$ cat config.mk
export PLATFORM = sky130hd
export DESIGN_NAME = branch_target_predictor
export DESIGN_NICKNAME = d
export VERILOG_FILES = /design/src/rtl/bp_pkg.sv /design/src/rtl/bp_sat_counter2.sv /design/src/rtl/branch_target_predictor.sv
export SDC_FILE = /design/constraint.sdc
export NUM_CORES = 1
export LEC_CHECK = 0
export BUFFER_PORTS_ARGS = -buffer_cell sky130_fd_sc_hd__buf_2
export CAP_MARGIN = 40
export CORE_AREA = 2 2 300 302
export CTS_BUF_LIST = sky130_fd_sc_hd__clkbuf_16
export DETAILED_ROUTE_END_ITERATION = 16
export DIE_AREA = 0 0 302 304
export MAX_ROUTING_LAYER = met4
export SYNTH_ARGS = -nofsm -noshare
export SYNTH_HDL_FRONTEND = slang
export SYNTH_HIERARCHICAL = 1
export SYNTH_SLANG_ARGS = --single-unit
$ cat constraint.sdc
create_clock -name Clk -period 6 [get_ports Clk]
set_input_delay 1.2 -clock Clk [delete_from_list [all_inputs] [get_ports Clk]]
set_output_delay 1.2 -clock Clk [all_outputs]
set_load 0.05 [all_outputs]
$ cat src/rtl/bp_pkg.sv
`default_nettype none
// ============================================================================
// Module   : bp_pkg
// Purpose  : Shared types and default parameters for the branch target
//            predictor: 2-bit saturating counter encoding, default BTB entry
//            layout and default widths.
// Ports    : none (package)
// Revision : 1.0  initial release
// ============================================================================
package bp_pkg;

  localparam int BP_PC_WIDTH     = 24;
  localparam int BP_TARGET_WIDTH = 16;
  localparam int BP_INDEX_BITS   = 4;
  localparam int BP_TAG_BITS     = 8;
  localparam int BP_COUNT_WIDTH  = 16;

  // Direction counter; the MSB alone decides "predict taken".
  typedef enum logic [1:0] {
    SNT = 2'b00,
    WNT = 2'b01,
    WT  = 2'b10,
    ST  = 2'b11
  } bp_ctr_t;

  // Entry layout at the default widths. The top module declares the same
  // layout locally so that it follows its own parameter values.
  typedef struct packed {
    logic                       valid;
    logic [BP_TAG_BITS-1:0]     tag;
    logic [BP_PC_WIDTH-1:0]     target;
    bp_ctr_t                    ctr;
  } bp_entry_t;

endpackage : bp_pkg
`default_nettype wire

$ cat src/rtl/bp_sat_counter2.sv
`default_nettype none
// ============================================================================
// Module   : bp_sat_counter2
// Purpose  : Combinational next-state for a 2-bit saturating direction
//            counter (SNT <-> WNT <-> WT <-> ST).
// Ports    : ctr_i   [1:0] current counter value
//            taken_i       resolved direction (1 = count up)
//            ctr_o   [1:0] next counter value
// Revision : 1.0  initial release
// ============================================================================
module bp_sat_counter2
  import bp_pkg::*;
(
  input  logic [1:0] ctr_i,
  input  logic       taken_i,
  output logic [1:0] ctr_o
);

  always_comb begin
    ctr_o = ctr_i;
    if (taken_i) begin
      if (ctr_i != ST) ctr_o = ctr_i + 2'd1;
    end else begin
      if (ctr_i != SNT) ctr_o = ctr_i - 2'd1;
    end
  end

endmodule : bp_sat_counter2
`default_nettype wire

$ cat src/rtl/branch_target_predictor.sv
`default_nettype none
// ============================================================================
// Module   : branch_target_predictor
// Purpose  : Direct-mapped BTB with a 2-bit saturating counter per entry.
//            Zero-latency lookup of the next fetch PC; trained by one
//            resolved branch/jump per cycle. Optional statistics counters
//            are built when the macro BP_PERF_COUNT_EN is defined.
// Ports    : Clk, Reset (sync, active-high)
//            PC                 fetch PC             -> Prediction, PredTaken
//            UpdateValid/UpdatePC/UpdateTaken/ActualBranchTarget  training
//            Correct            statistics only
//            UpdateCount, MispredictCount   (BP_PERF_COUNT_EN only)
// Revision : 1.0  initial release
// ============================================================================
module branch_target_predictor
  import bp_pkg::*;
#(
  parameter int PC_WIDTH     = BP_PC_WIDTH,
  parameter int TARGET_WIDTH = BP_TARGET_WIDTH,
  parameter int INDEX_BITS   = BP_INDEX_BITS,
  parameter int TAG_BITS     = BP_TAG_BITS,
  parameter int COUNT_WIDTH  = BP_COUNT_WIDTH
)(
  input  logic                    Clk,
  input  logic                    Reset,
  input  logic [PC_WIDTH-1:0]     PC,
  output logic [PC_WIDTH-1:0]     Prediction,
  output logic                    PredTaken,
  input  logic                    UpdateValid,
  input  logic [PC_WIDTH-1:0]     UpdatePC,
  input  logic                    UpdateTaken,
  input  logic [TARGET_WIDTH-1:0] ActualBranchTarget,
  input  logic                    Correct
`ifdef BP_PERF_COUNT_EN
  ,
  output logic [COUNT_WIDTH-1:0]  UpdateCount,
  output logic [COUNT_WIDTH-1:0]  MispredictCount
`endif
);

  localparam int c_ENTRIES = 1 << INDEX_BITS;

  typedef struct packed {
    logic                valid;
    logic [TAG_BITS-1:0] tag;
    logic [PC_WIDTH-1:0] target;
    logic [1:0]          ctr;
  } entry_t;

  entry_t btb_q [c_ENTRIES];

  // ---------------- lookup (reads pre-update state, no bypass) -------------
  logic [INDEX_BITS-1:0] w_lk_idx;
  logic [TAG_BITS-1:0]   w_lk_tag;
  entry_t                w_lk_entry;
  logic                  w_lk_hit;

  assign w_lk_idx   = PC[INDEX_BITS-1:0];
  assign w_lk_tag   = PC[INDEX_BITS+TAG_BITS-1:INDEX_BITS];
  assign w_lk_entry = btb_q[w_lk_idx];
  assign w_lk_hit   = w_lk_entry.valid && (w_lk_entry.tag == w_lk_tag);
  assign PredTaken  = w_lk_hit && w_lk_entry.ctr[1];
  assign Prediction = PredTaken ? w_lk_entry.target : PC + 1'b1;

  // ---------------- update -----------------------------------------------
  logic [INDEX_BITS-1:0] w_up_idx;
  logic [TAG_BITS-1:0]   w_up_tag;
  entry_t                w_up_entry;
  logic                  w_up_hit;
  logic [1:0]            w_up_ctr_next;
  logic [PC_WIDTH-1:0]   w_up_target;
  logic                  w_up_we;
  entry_t                w_up_new;

  assign w_up_idx    = UpdatePC[INDEX_BITS-1:0];
  assign w_up_tag    = UpdatePC[INDEX_BITS+TAG_BITS-1:INDEX_BITS];
  assign w_up_entry  = btb_q[w_up_idx];
  assign w_up_hit    = w_up_entry.valid && (w_up_entry.tag == w_up_tag);
  assign w_up_target = PC_WIDTH'(ActualBranchTarget);

  bp_sat_counter2 u_ctr (
    .ctr_i   (w_up_entry.ctr),
    .taken_i (UpdateTaken),
    .ctr_o   (w_up_ctr_next)
  );

  // A not-taken miss leaves the table alone; every other case writes.
  assign w_up_we = UpdateValid && (w_up_hit || UpdateTaken);

  always_comb begin
    w_up_new        = w_up_entry;
    w_up_new.valid  = 1'b1;
    w_up_new.tag    = w_up_tag;
    if (w_up_hit) begin
      w_up_new.ctr = w_up_ctr_next;
      if (UpdateTaken) w_up_new.target = w_up_target;
    end else begin
      w_up_new.ctr    = WT;
      w_up_new.target = w_up_target;
    end
  end

  always_ff @(posedge Clk) begin
    if (Reset) begin
      for (int i = 0; i < c_ENTRIES; i++) btb_q[i] <= '0;
    end else if (w_up_we) begin
      btb_q[w_up_idx] <= w_up_new;
    end
  end

  // ---------------- optional statistics ----------------------------------
`ifdef BP_PERF_COUNT_EN
  logic [COUNT_WIDTH-1:0] upd_cnt_q, mis_cnt_q;

  always_ff @(posedge Clk) begin
    if (Reset) begin
      upd_cnt_q <= '0;
      mis_cnt_q <= '0;
    end else if (UpdateValid) begin
      if (upd_cnt_q != '1) upd_cnt_q <= upd_cnt_q + 1'b1;
      if (!Correct && (mis_cnt_q != '1)) mis_cnt_q <= mis_cnt_q + 1'b1;
    end
  end

  assign UpdateCount     = upd_cnt_q;
  assign MispredictCount = mis_cnt_q;

  logic unused_ok;
  assign unused_ok = ^{UpdatePC};
`else
  logic unused_ok;
  assign unused_ok = ^{UpdatePC, Correct, 1'(COUNT_WIDTH)};
`endif

endmodule : branch_target_predictor
`default_nettype wire

==> results.tsv <==
stage	metric	value	unit
cells_and_area	final_common_cell	nor2_1	
critical_path	cp-end-kind	output port	
worst_hold_path	hp-class	reg -> reg	
power_and_ir_drop	power_frac_comb	0.118	
critical_path	cp_max_fo	47	
synthesis	synth-main-ff-cell	edfxtp_1	
global_route	gr-usage-all-layers	0.209	
cells_and_area	largest_reg_flops	560	
global_route	antenna_found_initial	3	
floorplanning	fp.dieH	304	um
cts	root_buffer	clkbuf_16	
floorplanning	rows	110	
critical_path	r2r_cells	10	
global_route	grt_pass1_wl	134	mm
place	numPortBuffers	80	
cts	cts_hold_buf	0	
timing	worstMarginPinSlew	820	ps
cts	cts_made_buffers	59	
critical_path	crit_path_start_kind	primary input	
synthesis	ys_ff_latch	560	
place	hpwl	53.9	mm
timing	period_needed	5450	ps
timing	relSlewSlack	0.449	
place	place_congestion	0.829	
cells_and_area	area_growth	14.3	%
cts	cts-resized-gates	0	
power_and_ir_drop	power.switching	0.00223	W
power_and_ir_drop	pwr-share-seq	0.499	
detailed_routing	first_iter_violations	2178	
cts	cts_tree	yes	
global_route	grt_pass1_vias	19300	
place	dp_cells	3133	
detailed_routing	drc	0	
critical_path	crit_path_start	PC[0]	
floorplanning	die-area	91800	sq um
detailed_routing	routedWlPerCell	28.6	um
floorplanning	coreArea	89000	sq um
global_route	overflow	0	
cells_and_area	fillerInstances	8258	
power_and_ir_drop	switching_share	0.244	
detailed_routing	viasPerCell	5.77	
cts	path_clk_slew	60	ps
timing	setup_viol	0	
cells_and_area	reg.largest.list	btb_q: 560 flops	
synthesis	syn_nets	2023	
place	placed_cell_area	31400	sq um
power_and_ir_drop	power_density	275	nW/um^2
timing	rsz0062_at_grt	false	
global_route	grt_start_max_net_pins	52	
cts	cts-htree-levels	2	
detailed_routing	drtPass1Iterations	6	
timing	fin_worst_skew	20.6	ps
critical_path	arrival	4250	ps
floorplanning	die_width	302	um
synthesis	synthArstFlopShare	0	
synthesis	yosysUniqueCellTypes	51	
floorplanning	start_util	0.327	
cts	clock_latency	630	ps
power_and_ir_drop	p_leak	11.2	nW
floorplanning	io_pins	94	
critical_path	critPathRequiredTime	4800	ps
cells_and_area	largest-register	btb_q	
synthesis	synth_edf_count	544	
synthesis	syn_inst	1953	
cells_and_area	layout.nets	2088	
timing	hold_viol	0	
power_and_ir_drop	p_clk_frac	0.382	
power_and_ir_drop	power.total	0.00914	W
cells_and_area	drive_gt1_frac	0.313	
power_and_ir_drop	p_int	0.00691	W
synthesis	synth.avg_cell_area	14.9	sq um
detailed_routing	drtAntennaViolNets	0	
cts	clk_path_buf_depth	3	
job	drv_cap	0	
timing	fmax	184	MHz
cells_and_area	mostFrequentLayoutCells	nor2_1, edfxtp_1, mux4_2	
timing	report.final.slew_viol_count	0	
detailed_routing	vias	18700	
timing	min_period_over_period	0.908	
detailed_routing	wirelength	92.8	mm
synthesis	syn_area	29100	sq um
synthesis	yosysWarnings	6	
cts	clock_sinks	560	
cts	cts_setup_buffers	0	
cells_and_area	instances_no_fill	3244	
worst_hold_path	hold_start	btb_q[2][34]	
synthesis	ys_seq_area_frac	0.573	
critical_path	setup.worst_path.class	in -> out	
power_and_ir_drop	ir_drop	0.193	mV
critical_path	r2r-start	btb_q[7][33]	
worst_hold_path	hold_depth	2	
cells_and_area	design_area	33200	sq um
outcome	status	complete, no violations	
timing	tns	0	ps
-- worst max-delay path, cell delays in order --
cell,delay (ps)
buf_8,380
mux4_2,560
nor2b_1,140
a211oi_1,260
a21oi_1,160
xor2_1,230
nor4_1,300
nand4_1,180
buf_12,210
mux2_2,370
buf_12,160
-- per-layer routing --
metal / track usage / part of all wire
met1: 0.268 / 0.38
met2: 0.338 / 0.49
met3: 0.0332 / 0.095
met4: 0.0737 / 0.034
met5: - / 0
-- power by group through the flow --
stage          sequential [W]  clock (W)  combinational, W
2_1_floorplan         0.00461          0          0.000720
3_3_place_gp          0.00462          0           0.00107
3_5_place_dp          0.00464          0           0.00108
4_1_cts               0.00456    0.00354           0.00109
5_1_grt               0.00458    0.00369           0.00113
6_report              0.00456    0.00350           0.00108
-- Yosys cell counts (2+ instances only) --
master / n / area (sq um)
edfxtp_1: 544 / 16300
buf_2: 28 / 140
mux2i_1: 51 / 510
clkbuf_1: 106 / 398
mux2i_2: 10 / 138
clkinv_1: 3 / 11.3
nor4bb_1: 2 / 20.0
nand2_1: 17 / 63.8
a221o_1: 3 / 30.0
xnor2_1: 18 / 158
a21o_1: 4 / 30.0
dfxtp_1: 16 / 320
or2_2: 2 / 12.5
nor4_1: 3 / 18.8
buf_6: 14 / 158
o211ai_1: 4 / 30.0
nor2_1: 556 / 2090
nor2b_1: 14 / 87.6
buf_1: 28 / 105
inv_1: 27 / 101
nand3_1: 42 / 210
mux2_2: 24 / 270
buf_4: 4 / 30.0
o21ai_1: 2 / 10.0
and2_1: 4 / 25.0
nand2b_1: 16 / 100
maj3_2: 2 / 22.5
mux4_2: 308 / 6940
a22oi_1: 13 / 97.6
xor2_1: 15 / 131
a211oi_1: 6 / 45.0
nand4_1: 9 / 56.3
o21ai_0: 24 / 120
a21oi_1: 11 / 55.1
and3_1: 7 / 43.8
-- final timing paths --
kind                                  endpoint  slack [ps]
worst max register to register    btb_q[8][30]        2360
worst min-delay path              btb_q[2][34]         470
worst max-delay path            Prediction[18]         550
worst min register to register    btb_q[2][34]         470
-- final cells by class --
cell class                      instances  area [sq um]  area share
Clock inverter                         49           335      0.0101
Inverter                               30           113     0.00339
Clock buffer                           59          1480      0.0444
Antenna cell                            3          7.51    0.000226
Tap cell                             1176          1470      0.0443
Timing Repair Buffer                  184          1580      0.0476
Multi-Input combinational cell       1183         11600       0.349
Sequential cell                       560         16700       0.501
-- cell families (layout without fill, tap and decap cells) --
family | Yosys count | in the layout | synth area share
buffers and inverters | 210 | 322 | 0.0324
multiplexers | 393 | 393 | 0.270
other | 0 | 3 | 0
flip-flops | 560 | 560 | 0.573
adder cells (fa/ha/maj) | 3 | 3 | 0.00120
XOR/XNOR | 33 | 33 | 0.00994
AND/OR/NAND/NOR | 680 | 680 | 0.0967
AO/OA/AOI/OAI | 74 | 74 | 0.0169
-- per-stage QoR --
stage	hold slack, ps	utilization	setup WS [ps]
CTS	472	0.373	569
detailed placement	461	0.353	572
global placement	456	0.352	575
finish	471	0.373	553
floorplan	440	-	87.4
global route	506	0.373	312
(Power assumes the default switching activity.)
